<file path="src/rtl/div_unit.sv">
// Multi-cycle radix-2 restoring divider returning {remainder, quotient} for HI/LO.
// Optional macro DIV_BY_ZERO_FLAG_EN adds a div_zero flag that accompanies ready.
module div_unit #(
    parameter int WIDTH = 32,
    parameter int CNT_W = 6
) (
    input  logic               clk,
    input  logic               rst,
    input  logic               start,
    input  logic               signed_div,
    input  logic [WIDTH-1:0]   opdata1,
    input  logic [WIDTH-1:0]   opdata2,
    input  logic               annul,
`ifdef DIV_BY_ZERO_FLAG_EN
    output logic               div_zero,
`endif
    output logic               busy,
    output logic               ready,
    output logic [2*WIDTH-1:0] result
);

    typedef enum logic [1:0] {IDLE, DZERO, ON, END} state_t;

    state_t             state_q, state_d;
    logic [CNT_W-1:0]   cnt_q, cnt_d;
    logic [WIDTH-1:0]   dvd_q, dvd_d;
    logic [WIDTH-1:0]   dvs_q, dvs_d;
    logic [WIDTH-1:0]   rem_q, rem_d;
    logic               neg_quot_q, neg_quot_d;
    logic               neg_rem_q, neg_rem_d;
    logic               busy_q, busy_d;
    logic               ready_q, ready_d;
    logic [2*WIDTH-1:0] result_q, result_d;
`ifdef DIV_BY_ZERO_FLAG_EN
    logic               dz_q, dz_d;
`endif

    logic [WIDTH:0]     shifted, diff;
    logic [WIDTH-1:0]   step_rem, step_quot;
    logic               last_step;

    function automatic logic [WIDTH-1:0] magnitude(input logic signed [WIDTH-1:0] v,
                                                   input logic use_sign);
        return (use_sign && v[WIDTH-1]) ? $unsigned(-v) : $unsigned(v);
    endfunction

    function automatic logic [WIDTH-1:0] apply_sign(input logic [WIDTH-1:0] v,
                                                    input logic neg);
        return neg ? ({WIDTH{1'b0}} - v) : v;
    endfunction

    // One restoring step: the dividend shift register also collects quotient bits.
    always_comb begin
        shifted   = {rem_q, dvd_q[WIDTH-1]};
        diff      = shifted - {1'b0, dvs_q};
        step_rem  = diff[WIDTH] ? shifted[WIDTH-1:0] : diff[WIDTH-1:0];
        step_quot = {dvd_q[WIDTH-2:0], ~diff[WIDTH]};
        last_step = (cnt_q == CNT_W'(WIDTH - 1));
    end

    always_comb begin
        state_d    = state_q;
        cnt_d      = cnt_q;
        dvd_d      = dvd_q;
        dvs_d      = dvs_q;
        rem_d      = rem_q;
        neg_quot_d = neg_quot_q;
        neg_rem_d  = neg_rem_q;
        busy_d     = busy_q;
        ready_d    = 1'b0;
        result_d   = result_q;
`ifdef DIV_BY_ZERO_FLAG_EN
        dz_d       = 1'b0;
`endif
        unique case (state_q)
            IDLE: begin
                if (start && !annul) begin
                    busy_d = 1'b1;
                    if (opdata2 == '0) begin
                        state_d = DZERO;
                    end else begin
                        state_d    = ON;
                        neg_quot_d = signed_div && (opdata1[WIDTH-1] ^ opdata2[WIDTH-1]);
                        neg_rem_d  = signed_div && opdata1[WIDTH-1];
                        dvd_d      = magnitude($signed(opdata1), signed_div);
                        dvs_d      = magnitude($signed(opdata2), signed_div);
                        rem_d      = '0;
                        cnt_d      = '0;
                    end
                end
            end
            DZERO: begin
                busy_d = 1'b0;
                if (annul) begin
                    state_d = IDLE;
                end else begin
                    state_d  = END;
                    ready_d  = 1'b1;
                    result_d = '0;
`ifdef DIV_BY_ZERO_FLAG_EN
                    dz_d     = 1'b1;
`endif
                end
            end
            ON: begin
                if (annul) begin
                    state_d = IDLE;
                    busy_d  = 1'b0;
                end else begin
                    rem_d = step_rem;
                    dvd_d = step_quot;
                    cnt_d = cnt_q + CNT_W'(1);
                    // Result is sign-corrected as it is registered, so it is valid while in END.
                    if (last_step) begin
                        state_d  = END;
                        busy_d   = 1'b0;
                        ready_d  = 1'b1;
                        result_d = {apply_sign(step_rem, neg_rem_q),
                                    apply_sign(step_quot, neg_quot_q)};
                    end
                end
            end
            END: begin
                state_d = IDLE;
            end
            default: begin
                state_d = IDLE;
                busy_d  = 1'b0;
            end
        endcase
    end

    always_ff @(posedge clk or posedge rst) begin
        if (rst) begin
            state_q    <= IDLE;
            cnt_q      <= '0;
            dvd_q      <= '0;
            dvs_q      <= '0;
            rem_q      <= '0;
            neg_quot_q <= 1'b0;
            neg_rem_q  <= 1'b0;
            busy_q     <= 1'b0;
            ready_q    <= 1'b0;
            result_q   <= '0;
`ifdef DIV_BY_ZERO_FLAG_EN
            dz_q       <= 1'b0;
`endif
        end else begin
            state_q    <= state_d;
            cnt_q      <= cnt_d;
            dvd_q      <= dvd_d;
            dvs_q      <= dvs_d;
            rem_q      <= rem_d;
            neg_quot_q <= neg_quot_d;
            neg_rem_q  <= neg_rem_d;
            busy_q     <= busy_d;
            ready_q    <= ready_d;
            result_q   <= result_d;
`ifdef DIV_BY_ZERO_FLAG_EN
            dz_q       <= dz_d;
`endif
        end
    end

    assign busy   = busy_q;
    assign ready  = ready_q;
    assign result = result_q;
`ifdef DIV_BY_ZERO_FLAG_EN
    assign div_zero = dz_q;
`endif

endmodule
</file>
<file path="config.mk">
export PLATFORM = sky130hd
export DESIGN_NAME = div_unit
export DESIGN_NICKNAME = d
export VERILOG_FILES = /design/src/rtl/div_unit.sv
export SDC_FILE = /design/constraint.sdc
export NUM_CORES = 1
export LEC_CHECK = 0
export CAP_MARGIN = 20
export CORE_ASPECT_RATIO = 0.9
export CORE_MARGIN = 4
export CORE_UTILIZATION = 55
export DETAILED_ROUTE_END_ITERATION = 8
export PLACE_DENSITY = 0.84
export SETUP_SLACK_MARGIN = 0.1
export SLEW_MARGIN = 20
export SYNTH_ARGS = -nofsm -noshare
export SYNTH_HDL_FRONTEND = slang
export SYNTH_SLANG_ARGS = --single-unit
</file>
<file path="constraint.sdc">
create_clock -name clk -period 9.9 [get_ports clk]
set_clock_uncertainty 0.15 [all_clocks]
set_input_delay 0.99 -clock clk [delete_from_list [all_inputs] [get_ports clk]]
set_output_delay 0.99 -clock clk [all_outputs]
set_load 0.01 [all_outputs]
</file>
# Word-level counts from Yosys, hierarchy flattened
# Cells that the tools add are included.
[totals]
register_bits = 172
latchBits = 0
ramBits = 0
mem_bits_ro = 0
in_bits = 69
out_inout_bits = 66
elab_cells = 79
mem_count = 0
[op_classes]
addsub = 6
n_mul = 0
div = 0
magnitude_cmp = 0
n_eq_ne = 10
n_shift = 0
n_mux = 35
bitwise_logic = 3
reduce_logical = 15
[op_table]
columns = ["operator", "count"]
rows = [
  ["32-bit 2-to-1 mux", 11],
  ["64-bit 2-to-1 mux", 3],
  ["32-bit case mux with 2 select lines", 2],
  ["64-bit case mux with 2 select lines", 1],
  ["32-bit negator", 2],
  ["1-bit by 32-bit subtractor with 32-bit output, first input constant", 2],
  ["33-bit by 32-bit subtractor with 33-bit output", 1],
  ["32-bit zero test", 1],
  ["6-bit 2-to-1 mux", 3],
  ["6-bit case mux with 2 select lines", 1],
  ["2-bit 2-to-1 mux", 5],
  ["2-bit inequality test, second input constant", 5],
  ["2-bit case mux with 4 select lines", 1],
  ["4-bit AND reduction", 2],
  ["6-bit by 1-bit adder with 6-bit output, second input constant", 1],
  ["6-bit by 5-bit == test with 1-bit output, second input constant", 1],
  ["1-bit 2-to-1 mux", 6],
  ["3-bit AND reduction", 2],
  ["2-bit == test, second input constant", 2],
  ["1-bit logical AND", 4],
  ["2-bit nonzero test", 2],
  ["3-bit inequality test, second input constant", 1],
  ["1-bit case mux with 3 select lines", 1],
  ["3-bit nonzero test", 1],
  ["other kinds (7)", 8],
]

# Logic depth before layout (Yosys ltp)
[depth]
ltp_word = 7
mapped_depth = 26
ltp_nobuf = 23

# Worst setup path before layout
# OpenSTA, ideal clock, no wires.
[synth_path]
path_type = "reg-to-reg"
start = "reg rem_q[16]"
end = "reg result_q[58] (netlist: result[58])"
setup_ps = 121
t_arrival_ps = 5092
required_time_ps = 9629
path_slack_ps = 4537
path_stages_with_launch = 24
path_buffers = 4
period_less_slack_ps = 5363
path_cell_list = "dfrtp_1 ha_1 buf_2 nand4_4 or4_1 o32a_1 a21o_1 o211a_4 inv_2 buf_6 buf_2 buf_1 o21ai_0 inv_1 ha_1 nand2_1 or3_1 or3_1 nor4_1 o21ai_0 or3b_1 o31a_1 xnor2_1 a22o_1"
[synth_via]
elab_chain_cells = 7
[synth_lines]
columns = ["item", "line_no", "source"]
rows = [
  ["from (decl)", "28", "logic [WIDTH-1:0] rem_q, rem_d;"],
  ["from (signal assigned)", "153", "rem_q <= rem_d;"],
  ["33-bit by 32-bit subtractor with 33-bit output", "55", "diff = shifted - {1'b0, dvs_q};"],
  ["32-bit 2-to-1 mux *", "56", "step_rem = diff[WIDTH] ? shifted[WIDTH-1:0] : diff[WIDTH-1:0];"],
  ["1-bit by 32-bit subtractor with 32-bit output", "49", "return neg ? ({WIDTH{1'b0}} - v) : v;"],
  ["32-bit 2-to-1 mux *", "49", ""],
  ["64-bit 2-to-1 mux *", "114", "if (last_step) begin"],
  ["64-bit 2-to-1 mux *", "106", "if (annul) begin"],
  ["64-bit case mux with 2 select lines *", "75", "unique case (state_q)"],
  ["to (signal assigned)", "158", "result_q <= result_d;"],
  ["to (decl)", "33", "logic [2*WIDTH-1:0] result_q, result_d;"],
]
# Mark *: on every way between the ends. The rest lies on a longest branch, timed or not. The select of a mux whose other input is x is not followed.
# A chain may end at the register's enable or synchronous reset.

# Final worst setup path
[layout_path]
start = "reg rem_q[13]"
end = "reg result_q[58] (netlist: result[58])"
# The elaborated chain is that of the path after synthesis.

==> reports/metrics.cfg <==
[detailed_routing]
via_per_inst=6.20
wl_um=36000
drt_iter0_markers=1204
vias=11900
antenna_left=0
first_pass_iters=6
route.detailed.drc=0
avgRoutedWirePerCell_um=18.7

[yosys]
synth_area_leaders=dfrtp_1 35%, nand2_1 6.7%, o21ai_0 6.5%
synth-compound-area-share_pct=24.1
synth_xor_area_share_pct=9.48
synth_simple_gate_area_share_pct=20.3
yosys.area.top_type_share_pct=34.5
ys_async_sr_fraction_pct=100
yosys_warnings=0
avgSynthCellArea_um2=8.10
synthAdderAreaFrac_pct=4.27
netlist_instances=1539
synth_ff_type=dfrtp_1
ys_seq_elements=172
synth_seq_area_share_pct=34.5
synth_edf_count=0
yosys.area.top_type=dfrtp_1
synth_area_um2=12500
syn-num-nets=1650
synth_cell_types=90
synth_top_family_by_area=compound AO/OA/AOI/OAI gates
muxShareOfSynthArea_pct=2.84

[power]
p_seq_share_pct=25.1
clkPwrFrac_pct=14.4
pwr-share-comb_pct=60.5
p_sw_share_pct=50.3
internal_power_uw=2190
p_leak_uw=0.00599
powerDensity_nw_per_um2=304
p_sw_uw=2220
ir_drop_mv=0.166

[place]
port_buffers=134
gp_congestion=0.995
dp.cells=1893
dp_hpwl_um=27200
placedInstanceArea_um2=13900

[cells_and_area]
final_cell_mix=222 x nand2_1, 172 x dfrtp_1, 162 x o21ai_0
drive_above_1_share_pct=5.26
nets=1732
insertedDiodeCount=0
final_cells=1925
final_common_cell=nand2_1
final_area_um2=14500
syn_to_final_growth_pct=16.3

[global_route]
grt_pass1_vias=10900
grt_max_degree=110
grt_usage_pct=28.0
overflow=0
grt_pass1_wl_um=56900
antenna_found_initial=0

[clocking]
cts-root-buf=clkbuf_16
cts-buffers-inserted=17
postCtsHoldBufs=0
cts_tree=done
clk_pin_slew_worst_paths_ns=0.07
clk_latency_ns=0.43
cts_resized=0
cts_sinks=172
htree_levels=4
cts_setup_buffers=0
cts_buffer_depth=2

[sta]
rsz0062_at_grt=no
post-route-period-util_pct=69.0
hold_violations=0
slew-limit-headroom_pct=34.9
tns_ns=0
setup_viol_count_final=0
worstMarginPinSlew_ns=0.977
slew_violations=0
fin_crit_ns=6.83
fmax_mhz=146
holdWs_ns=0.329

[die]
ios=135
core_um2=22000
std_cell_rows=51
die_w_um=167
fp.dieH_um=151
die_area_um2=25100
initial_core_util_pct=56.8

[worst_hold_path]
hold_class=reg -> reg

[critical_path]
critical_path_arrival_ns=7.00
startpoint_type=register
worstSetupPathType=reg -> reg
cp_max_fo=50
crit_path_end_kind=register
required_ns=10.07

[outcome]
outcome=finished, final reports clean

[job]
drv_cap=0

-- metal layers --
| metal | routed length [µm] | GRT usage [%] | up-vias | share of wire [%] |
|---|---|---|---|---|
| met4 | 903 | 8.92 | 0 | 2.5 |
| met1 | 15700 | 39.2 | 5649 | 44 |
| li1 | - | - | 5679 | - |
| met3 | 3480 | 7.20 | 62 | 9.7 |
| met2 | 15800 | 43.0 | 543 | 44 |
| met5 | 0 | 0 | - | 0 |
-- critical path: stages (launching register included) --
cell,delay [ns]
dfrtp_1,0.45
ha_1,0.52
nand2_1,0.26
or4_1,0.55
o32a_1,0.25
a21boi_2,0.18
o211a_4,0.66
inv_2,0.55
a21oi_1,0.38
ha_1,0.24
nand2_1,0.07
or3_1,0.32
or3_1,0.45
nor4_1,0.27
o21ai_0,0.29
or3b_1,0.46
o31a_1,0.33
xnor2_1,0.13
a22o_1,0.20
-- path summary, 6_finish.rpt --
check                                 from          to  slack, ns  depth (start not counted)
worst max register to register   rem_q[13]  result[58]       3.07                         18
min in group asynchronous              rst  result[11]       0.95                          2
worst max-delay path             rem_q[13]  result[58]       3.07                         18
worst min register to register  result[43]  result[43]       0.33                          2
worst min-delay path            result[43]  result[43]       0.33                          2
max in group asynchronous              rst  result[38]       7.12                          3
-- through the flow --
stage	util [%]	setup slack, ns	power, µW
floorplan	-	4.10	3030
global placement	63.5	3.40	3640
detailed placement	63.5	3.23	3710
CTS	66.0	3.23	4360
global route	66.0	2.67	4740
finish	66.0	3.07	4410
-- registers in the layout, summed over array words and instances (netlist names) --
signal      flops
state_q         2
neg_quot_q      1
busy            1
cnt_q           6
result         64
neg_rem_q       1
dvd_q          32
dvs_q          32
ready           1
rem_q          32
-- synth_stat cells (7+ instances only) --
library cell / instances
a21oi_1: 128
or4_1: 13
nand2b_1: 16
clkbuf_1: 61
a31oi_1: 12
nor2_1: 116
mux2i_1: 32
nand4_1: 10
nor2b_1: 10
inv_1: 56
xnor2_1: 56
dfrtp_1: 172
nor4_1: 23
a211oi_1: 8
ha_1: 41
or3_1: 22
a21o_1: 11
buf_2: 11
or2_2: 7
o21a_1: 9
o31ai_1: 53
o21ai_1: 9
nand2_1: 222
o41ai_1: 15
xor2_1: 79
o21ai_0: 162
buf_1: 10
o211ai_1: 10
nand3_1: 18
and2_1: 11
nor3_1: 35
-- layout make-up --
class	instances	area, µm²
Inverter	57	219
Clock inverter	12	105
Tap cell	291	364
Fill cell	1886	7450
Sequential cell	172	4300
Multi-Input combinational cell	1225	7610
Clock buffer	20	447
Timing Repair Buffer	148	1450
-- power groups by stage --
stage	combinational [µW]	sequential [µW]	clock, µW
global route	2940	1130	672
finish	2670	1110	635
detailed placement	2600	1110	0
global placement	2550	1100	0
floorplan	1990	1040	0
CTS	2620	1100	641
-- kinds of logic (layout without fill, tap and decap cells) --
logic type                 Yosys count  in the layout
AOI/OAI and AO/OA                  477            477
xor gates and xnor gates           135            135
adders and majority gates           42             42
buffers and inverters              142            237
DFF                                172            172
muxes                               35             35
and+or+nand+nor                    536            536
Power figures use the tool's default switching activity.
